**config.mk**
```make
export PLATFORM = sky130hd
export DESIGN_NAME = jpeg_bitpacker
export DESIGN_NICKNAME = d
export VERILOG_FILES = /design/src/rtl/jpeg_enc_pkg.sv /design/src/rtl/jpeg_bitpacker_ostage.sv /design/src/rtl/jpeg_bitpacker.sv
export SDC_FILE = /design/constraint.sdc
export NUM_CORES = 1
export LEC_CHECK = 0
export ABC_AREA = 0
export CORE_MARGIN = 2
export CORE_UTILIZATION = 50
export CTS_CLUSTER_SIZE = 20
export DETAILED_ROUTE_END_ITERATION = 8
export HOLD_SLACK_MARGIN = 0.15
export PLACE_DENSITY_LB_ADDON = 0.05
export SLEW_MARGIN = 15
export SYNTH_ARGS = -nofsm -noshare
export SYNTH_HDL_FRONTEND = slang
export SYNTH_SLANG_ARGS = --single-unit
```
**constraint.sdc**
```tcl
create_clock -name clk_i -period 5.6 [get_ports clk_i]
set_input_delay 1.68 -clock clk_i [delete_from_list [all_inputs] [get_ports clk_i]]
set_output_delay 1.68 -clock clk_i [all_outputs]
set_load 0.005 [all_outputs]
```
**src/rtl/jpeg_enc_pkg.sv**
```systemverilog
// Shared definitions for the JPEG encoder entropy path: bit packer FSM states,
// marker constants and the code-length mask helper.
package jpeg_enc_pkg;

  typedef enum logic [2:0] {
    S_RUN,
    S_STUFF,
    S_PAD,
    S_EOI1,
    S_EOI2,
    S_DONE
  } bp_state_e;

  localparam logic [7:0] JPEG_MARKER_PREFIX = 8'hFF;
  localparam logic [7:0] JPEG_EOI           = 8'hD9;

  // Mask keeping the low 'len' bits of a right-aligned code (len 0..32).
  function automatic logic [31:0] code_mask(input logic [5:0] len);
    if (len >= 6'd32) begin
      return 32'hFFFF_FFFF;
    end
    return (32'd1 << len) - 32'd1;
  endfunction

endpackage

```
**src/rtl/jpeg_bitpacker_ostage.sv**
```systemverilog
// Output byte register with valid/last handshake. The byte is held unchanged
// until accepted; empty_o is a registered flag the packer core combines with
// the sink's accept to decide whether a new byte may be loaded.
module jpeg_bitpacker_ostage
  import jpeg_enc_pkg::*;
(
  input  logic       clk_i,
  input  logic       rst_i,
  input  logic       clear_i,
  input  logic       load_i,
  input  logic [7:0] load_data_i,
  input  logic       load_last_i,
  input  logic       accept_i,
  output logic       empty_o,
  output logic       valid_o,
  output logic [7:0] data_o,
  output logic       last_o
);

  logic       valid_q;
  logic [7:0] data_q;
  logic       last_q;

  // Load a new byte when the core offers one, otherwise retire the held byte on accept.
  always_ff @(posedge clk_i) begin
    if (rst_i || clear_i) begin
      valid_q <= 1'b0;
      data_q  <= 8'h00;
      last_q  <= 1'b0;
    end else if (load_i) begin
      valid_q <= 1'b1;
      data_q  <= load_data_i;
      last_q  <= load_last_i;
    end else if (accept_i) begin
      valid_q <= 1'b0;
      last_q  <= 1'b0;
    end
  end

  assign empty_o = ~valid_q;
  assign valid_o = valid_q;
  assign data_o  = data_q;
  assign last_o  = last_q;

endmodule

```
**src/rtl/jpeg_bitpacker.sv**
```systemverilog
// JPEG entropy bit packer: packs right-aligned 0..32 bit codes MSB-first into
// bytes, pads the final byte with 1s and appends the EOI marker.
// Build option: JPEG_BITPACKER_STUFF_EN inserts 0x00 after every 0xFF data or
// pad byte; without it data bytes are emitted raw. EOI is the same either way.
//
// state    | meaning
// S_RUN    | accepting codes, emitting whole bytes
// S_STUFF  | emit 0x00 after a 0xFF byte, then return to saved state
// S_PAD    | last code seen: drain whole bytes, then the 1-padded tail
// S_EOI1   | emit 0xFF marker prefix (never stuffed)
// S_EOI2   | emit 0xD9 with last flag
// S_DONE   | idle until rst_i or img_start_i
module jpeg_bitpacker
  import jpeg_enc_pkg::*;
(
  input  logic        clk_i,
  input  logic        rst_i,
  input  logic        img_start_i,
  input  logic        inport_valid_i,
  input  logic [31:0] inport_data_i,
  input  logic [5:0]  inport_len_i,
  input  logic        inport_last_i,
  output logic        ready_o,
  output logic        outport_valid_o,
  output logic [7:0]  outport_data_o,
  output logic        outport_last_o,
  input  logic        outport_accept_i
);

  bp_state_e   state_q, state_d;
  logic [63:0] acc_q, acc_d, base_acc;
  logic [6:0]  count_q, count_d, base_cnt, shamt;
  logic [31:0] code;
  logic        push, pop, pad, free, ost_empty;
  logic        load, load_last;
  logic [7:0]  load_data;
`ifdef JPEG_BITPACKER_STUFF_EN
  bp_state_e   ret_q, ret_d;
`endif

  // Only registered state feeds ready_o, so sink backpressure never reaches the source combinationally.
  assign ready_o = (state_q == S_RUN) && (count_q <= 7'd32);

  // Next-state, byte selection and accumulator update.
  always_comb begin
    free      = ost_empty | outport_accept_i;
    push      = inport_valid_i & ready_o;
    code      = inport_data_i & code_mask(inport_len_i);
    state_d   = state_q;
    pop       = 1'b0;
    pad       = 1'b0;
    load      = 1'b0;
    load_data = 8'h00;
    load_last = 1'b0;
`ifdef JPEG_BITPACKER_STUFF_EN
    ret_d     = ret_q;
`endif

    case (state_q)
      S_RUN: begin
        if (free && count_q >= 7'd8) begin
          pop       = 1'b1;
          load      = 1'b1;
          load_data = acc_q[63:56];
        end
        if (push && inport_last_i) begin
          state_d = S_PAD;
        end
      end
      S_PAD: begin
        if (count_q == 7'd0) begin
          state_d = S_EOI1;
        end else if (free) begin
          load = 1'b1;
          if (count_q >= 7'd8) begin
            pop       = 1'b1;
            load_data = acc_q[63:56];
          end else begin
            // Bits below count_q are always zero, so OR-ing in ones pads the tail.
            pad       = 1'b1;
            load_data = acc_q[63:56] | (8'hFF >> count_q[2:0]);
          end
        end
      end
`ifdef JPEG_BITPACKER_STUFF_EN
      S_STUFF: begin
        if (free) begin
          load      = 1'b1;
          load_data = 8'h00;
          state_d   = ret_q;
        end
      end
`endif
      S_EOI1: begin
        if (free) begin
          load      = 1'b1;
          load_data = JPEG_MARKER_PREFIX;
          state_d   = S_EOI2;
        end
      end
      S_EOI2: begin
        if (free) begin
          load      = 1'b1;
          load_data = JPEG_EOI;
          load_last = 1'b1;
          state_d   = S_DONE;
        end
      end
      default: ;
    endcase

`ifdef JPEG_BITPACKER_STUFF_EN
    // A last code accepted alongside a 0xFF pop must resume in S_PAD, hence state_d.
    if ((pop || pad) && load_data == JPEG_MARKER_PREFIX) begin
      ret_d   = state_d;
      state_d = S_STUFF;
    end
`endif

    base_acc = acc_q;
    base_cnt = count_q;
    if (pop) begin
      base_acc = {acc_q[55:0], 8'h00};
      base_cnt = count_q - 7'd8;
    end
    if (pad) begin
      base_acc = '0;
      base_cnt = '0;
    end
    shamt   = 7'd64 - base_cnt - {1'b0, inport_len_i};
    acc_d   = base_acc;
    count_d = base_cnt;
    if (push) begin
      acc_d   = base_acc | ({32'h0, code} << shamt);
      count_d = base_cnt + {1'b0, inport_len_i};
    end
  end

  // State and accumulator registers; img_start_i restarts the image like reset.
  always_ff @(posedge clk_i) begin
    if (rst_i || img_start_i) begin
      state_q <= S_RUN;
      acc_q   <= '0;
      count_q <= '0;
`ifdef JPEG_BITPACKER_STUFF_EN
      ret_q   <= S_RUN;
`endif
    end else begin
      state_q <= state_d;
      acc_q   <= acc_d;
      count_q <= count_d;
`ifdef JPEG_BITPACKER_STUFF_EN
      ret_q   <= ret_d;
`endif
    end
  end

  jpeg_bitpacker_ostage u_ostage (
    .clk_i       (clk_i),
    .rst_i       (rst_i),
    .clear_i     (img_start_i),
    .load_i      (load),
    .load_data_i (load_data),
    .load_last_i (load_last),
    .accept_i    (outport_accept_i),
    .empty_o     (ost_empty),
    .valid_o     (outport_valid_o),
    .data_o      (outport_data_o),
    .last_o      (outport_last_o)
  );

endmodule

```
==> After elaboration in Yosys (flattened, before gate mapping) <==
Cells that the tools add are included.
{ "totals": {"register_bits": 84, "inputBits": 44, "elab_cells": 77} }
{ "op_classes": {"n_addsub": 5, "n_lt_le_gt_ge": 3, "eq_ne": 7, "n_shift": 3, "n_mux": 37, "n_bitwise": 6, "n_reduce_logical": 10} }
{ "op_table": {"columns": ["op", "count"], "rows": [
  ["$mux 64", 3],
  ["$mux 32", 2],
  ["$or 64x64->64", 1],
  ["$shl 32x7->64", 1],
  ["$mux 8", 6],
  ["$and 32x32->32", 1],
  ["$pmux 8 s4", 1],
  ["$shl 1x6->32 const A", 1],
  ["$sub 32x1->32 const B", 1],
  ["$mux 7", 3],
  ["$mux 1", 15],
  ["$mux 3", 4],
  ["$pmux 3 s4", 1],
  ["$or 8x8->8", 1],
  ["$shr 8x3->8 const A", 1],
  ["$add 7x6->7", 1],
  ["$ge 7x4->1 const B", 1],
  ["$le 7x6->1 const B", 1],
  ["$logic_not 7->1", 1],
  ["$sub 7x4->7 const B", 1],
  ["$sub 7x6->7", 1],
  ["$sub 7x7->7 const A", 1],
  ["$eq 3x2->1 const B", 2],
  ["$ge 6x6->1 const B", 1],
  ["15 further kinds", 19]
]} }

==> Logic depth before layout (Yosys ltp) <==
{ "depth": {"depth_word": 12, "mapped_depth": 23, "depth_no_buf": 19} }

==> Hierarchy <==
From an unflattened synthesis, not the netlist that was laid out.
{ "hier_totals": {"hier_cells": 1202, "area_unflattened_um2": 8448.1} }
{ "modules_own_cells": {"columns": ["mod", "n_inst", "cells_each", "area_per_inst_um2", "seq_area_each_um2"], "rows": [
  ["jpeg_bitpacker", 1, 1166, 8082.8, 1481.4],
  ["jpeg_bitpacker_ostage", 1, 36, 365.4, 200.2]
]} }

==> Worst setup path after synthesis <==
No wires, ideal clock.
{ "synth_timing": {"path_type": "input to register", "startpoint": "input port outport_accept_i", "endpoint": "register acc_q[31]", "setup_ns": 0.139, "t_arrival_ns": 5.532, "setup_slack_ns": -0.071, "path_stages": 19, "n_path_buf": 6, "cell_sequence": "nand2b_1 > nand4_1 > or3_1 > clkbuf_1 > clkbuf_1 > clkbuf_1 > nand2_1 > inv_1 > ha_1 > inv_1 > ha_1 > fa_1 > xnor2_1 > clkbuf_1 > clkbuf_1 > clkbuf_1 > o21ai_0 > o22ai_1 > o221ai_1"} }
{ "synth_via": {"elab_chain_cells": 11, "elab_cells_between_ends": 18, "cone_classes": "add/sub (2); shift (1); mux (12); bitwise (2); reduce/logical (1)"} }
{ "synth_lines": {"columns": ["item", "line_no", "text"], "rows": [
  ["start: declaration", "jpeg_bitpacker.sv:27", "input logic outport_accept_i"],
  ["$or 1x1->1 (*)", "jpeg_bitpacker.sv:46", "free = ost_empty | outport_accept_i;"],
  ["$mux 1 / $logic_and 1x1->1 (equally long branches)", "jpeg_bitpacker.sv:73, jpeg_bitpacker.sv:61", null],
  ["$mux 1, on equally long branches", "jpeg_bitpacker.sv:71, jpeg_bitpacker.sv:61", null],
  ["$pmux 1 s2", "jpeg_bitpacker.sv:59", "case (state_q)"],
  ["$mux 7", "jpeg_bitpacker.sv:122", "if (pop) begin"],
  ["$mux 7", "jpeg_bitpacker.sv:126", "if (pad) begin"],
  ["$sub 7x7->7", "jpeg_bitpacker.sv:130", "shamt = 7'd64 - base_cnt - {1'b0, inport_len_i};"],
  ["$sub 7x6->7", "jpeg_bitpacker.sv:130", null],
  ["$shl 32x7->64", "jpeg_bitpacker.sv:134", "acc_d = base_acc | ({32'h0, code} << shamt);"],
  ["$or 64x64->64", "jpeg_bitpacker.sv:134", null],
  ["$mux 64 (*)", "jpeg_bitpacker.sv:133", "if (push) begin"],
  ["end signal: assignment", "jpeg_bitpacker.sv:143", "acc_q <= '0;"],
  ["end signal: assignment", "jpeg_bitpacker.sv:150", "acc_q <= acc_d;"],
  ["end: declaration", "jpeg_bitpacker.sv:31", "logic [63:0] acc_q, acc_d, base_acc;"]
]} }
Mark *: on every way between the ends. The rest lies on a longest branch, timed or not.
A chain may end at the register's enable or synchronous reset.

==> Worst setup path after layout <==
{ "layout_timing": {"startpoint": "input port outport_accept_i", "endpoint": "register acc_q[61]"} }
The elaborated chain is that of the path after synthesis.

==> impl_metrics.json <==
{
  "hold_depth": 2,
  "max_freq_mhz": 182.9,
  "clkSinkCount": 84,
  "worstMarginPinSlew_ps": 915.0,
  "crit_path_start_kind": "input pin",
  "synth_area_leaders": "dfxtp_1, a21oi_1, nand2_1, nor2_1, nand3_1",
  "clk_path_buf_depth": 2,
  "die_h_um": 135.6,
  "slew_violations": 0,
  "setup_violations": 0,
  "place_inst": 1677,
  "async_flop_share_pct": 0,
  "ys_warn_count": 0,
  "cts_max_level": 3,
  "synth.avg_cell_area_um2": 7.101,
  "yosysSeqAreaShare_pct": 19.41,
  "yosys.area.top_type_share_pct": 19.41,
  "clkTransAtPathRegs_ps": 70,
  "initial_utilization_pct": 50.61,
  "die-area_um2": 18400,
  "cp.required_ps": 5840,
  "worst_r2r_path_depth": 19,
  "critical_path.max_fanout": 14,
  "holdBufCountCts": 0,
  "arrival_ps": 5710,
  "status": "complete, no violations",
  "hpwl_um": 29700,
  "path_depth": 17,
  "relSlewSlack_pct": 38.48,
  "numCtsBuffers": 9,
  "grt_max_degree": 57,
  "port_buffers": 54,
  "final_cells": 1695,
  "drc": 0,
  "layout.nets": 1531,
  "critPathMaxStageDelay_ps": 480,
  "grt_pass1_vias": 10420,
  "drive_gt1_share_pct": 25.58,
  "firstDrtPassIters": 6,
  "synthToLayoutAreaGrowth_pct": 35.49,
  "nFillCells": 1503,
  "ant_nets": 0,
  "hp-class": "flop to flop",
  "ys.flop_type": "dfxtp_1",
  "synthCells": 1220,
  "overflow": 0,
  "slowest_stage": "clkdlybuf4s50_1",
  "postRouteWirelength_um": 37960,
  "synth_cell_types": 101,
  "antenna_found_initial": 0,
  "crit_family": "buffers and inverters",
  "syn_area_um2": 8663,
  "cts_tree": "yes",
  "fin_crit_sh_pct": 97.64,
  "drv_cap": 0,
  "ys_ff_latch": 84,
  "layout_min_cycle_time_ps": 5468,
  "clockRootBuffer": "clkbuf_16",
  "critical_path_class": "input pin to flop",
  "worstPathCellList": "clkdlybuf4s50_1 -> nand2b_1 -> nand4_1 -> or3_4 -> nand2_1 -> inv_1 -> ha_1 -> inv_1 -> ha_1 -> fa_2 -> xor2_2 -> buf_4 -> a211oi_1 -> o22ai_1 -> buf_4 -> nor3b_1 -> a2111oi_2",
  "drt-initial-drc-count": 1397,
  "gp_congestion": 1.061,
  "grt_pass1_wl_um": 57790,
  "crit_path_end_kind": "flop",
  "hold_viol": 0,
  "core_um2": 17120,
  "antenna_cells": 0,
  "vias": 11320,
  "path_buf_inv": 5,
  "grt.total_usage_pct": 40.38,
  "die_x_um": 135.6,
  "synth_edf_count": 0,
  "yosysTopAreaCell": "dfxtp_1",
  "num_rows": 48,
  "syn_nets": 1286,
  "rsz0062_at_grt": "false",
  "io_pins": 55,
  "clock_skew_ps": 8.492,
  "drt-wirelength-per-cell_um": 22.39,
  "viasPerCell": 6.678,
  "clk-insertion-delay-late_ps": 340
}
## area by class of cell
cell class	instances	area (um^2)	area share (%)
Tap cell	225	281.5	2.398
Inverter	33	123.9	1.055
Timing Repair Buffer	337	2773	23.62
Multi-Input combinational cell	1000	6548	55.78
Sequential cell	84	1682	14.33
Clock buffer	9	225.2	1.919
Clock inverter	7	105.1	0.8954
## kinds of logic (layout without fill, tap and decap cells)
group                      count (synthesis)  count (layout)  share of synthesized area (%)
AOI/OAI and AO/OA                        475             475                          39.27
adders and majority gates                 22              22                          3.437
DFF                                       84              84                          19.41
and+or+nand+nor                          468             468                          26.37
muxes                                     21              21                          3.221
xor gates and xnor gates                  14              14                          1.574
buffers and inverters                    136             386                          6.716
## cells in the final DEF (no fill, tap or decap), types with 25 or more instances in the layout
master / instances
buf_4: 273
nand2_1: 127
nor2_1: 105
a21oi_1: 103
dfxtp_1: 84
nand3_1: 76
clkdlybuf4s50_1: 54
o21ai_0: 53
a31oi_1: 44
inv_1: 33
and3_1: 28
nor3_1: 25
## worst min-delay path, delay by kind of cell (launching register included)
kind,cells,cell delay (ps)
DFF,1,310
and+or+nand+nor,1,50
AOI/OAI and AO/OA,1,50
## layer usage
| metal | global-route usage, % | share of wire [%] | vias to the layer above |
|---|---|---|---|
| met1 | 51.35 | 40 | 5210 |
| li1 | - | - | 5166 |
| met3 | 6.734 | 9.9 | 166 |
| met5 | 0 | 0 | - |
| met4 | 21.82 | 6.5 | 0 |
| met2 | 65.21 | 44 | 777 |
## final timing paths
kind,start,end,slack (ps)
hold / removal,acc_q[5],acc_q[5],460
hold reg to reg,acc_q[5],acc_q[5],460
setup / recovery,outport_accept_i,acc_q[61],130
setup reg to reg,count_q[3],acc_q[48],970
## flip-flops by register name, indices dropped and copies added (netlist names)
signal	cells
state_q	3
u_ostage.last_o	1
acc_q	64
count_q	7
u_ostage.valid_o	1
u_ostage.data_o	8
## stage by stage
stage	setup slack [ps]	instance area (um^2)	setup TNS (ps)	hold WS, ps	utilization (%)
6_report	132.3	11740	0	461.2	68.57
5_1_grt	1.900	11740	0	491.9	68.57
4_1_cts	5.087	11620	0	463.8	67.91
3_5_place_dp	-398.7	11290	-14590	455.2	65.95
3_3_place_gp	-252.7	11290	-8279	443.5	65.95
2_1_floorplan	-27.20	8670	-27.20	436.6	-
## synth_stat cells, types with 10 or more instances
master	count
a211o_1	10
a211oi_1	27
a21o_1	13
a21oi_1	104
a221oi_1	13
a22oi_1	11
a31oi_1	45
and2_1	12
and3_1	28
buf_2	15
clkbuf_1	72
dfxtp_1	84
ha_1	19
inv_1	33
mux2i_1	11
nand2_1	127
nand2b_1	18
nand3_1	76
nor2_1	109
nor3_1	27
o211ai_1	18
o21a_1	13
o21ai_0	54
o221ai_1	13
o22ai_1	19
o31ai_1	14
or3_1	11
## repair_timing
item                       CTS  global route
setup endpoints to repair    5            55
gates resized for setup      1            24
buffers inserted             0             2
pin swaps                    0             7
Power is not shown: default switching activity piles up to over one toggle a cycle in this logic, so the estimate is an artifact.
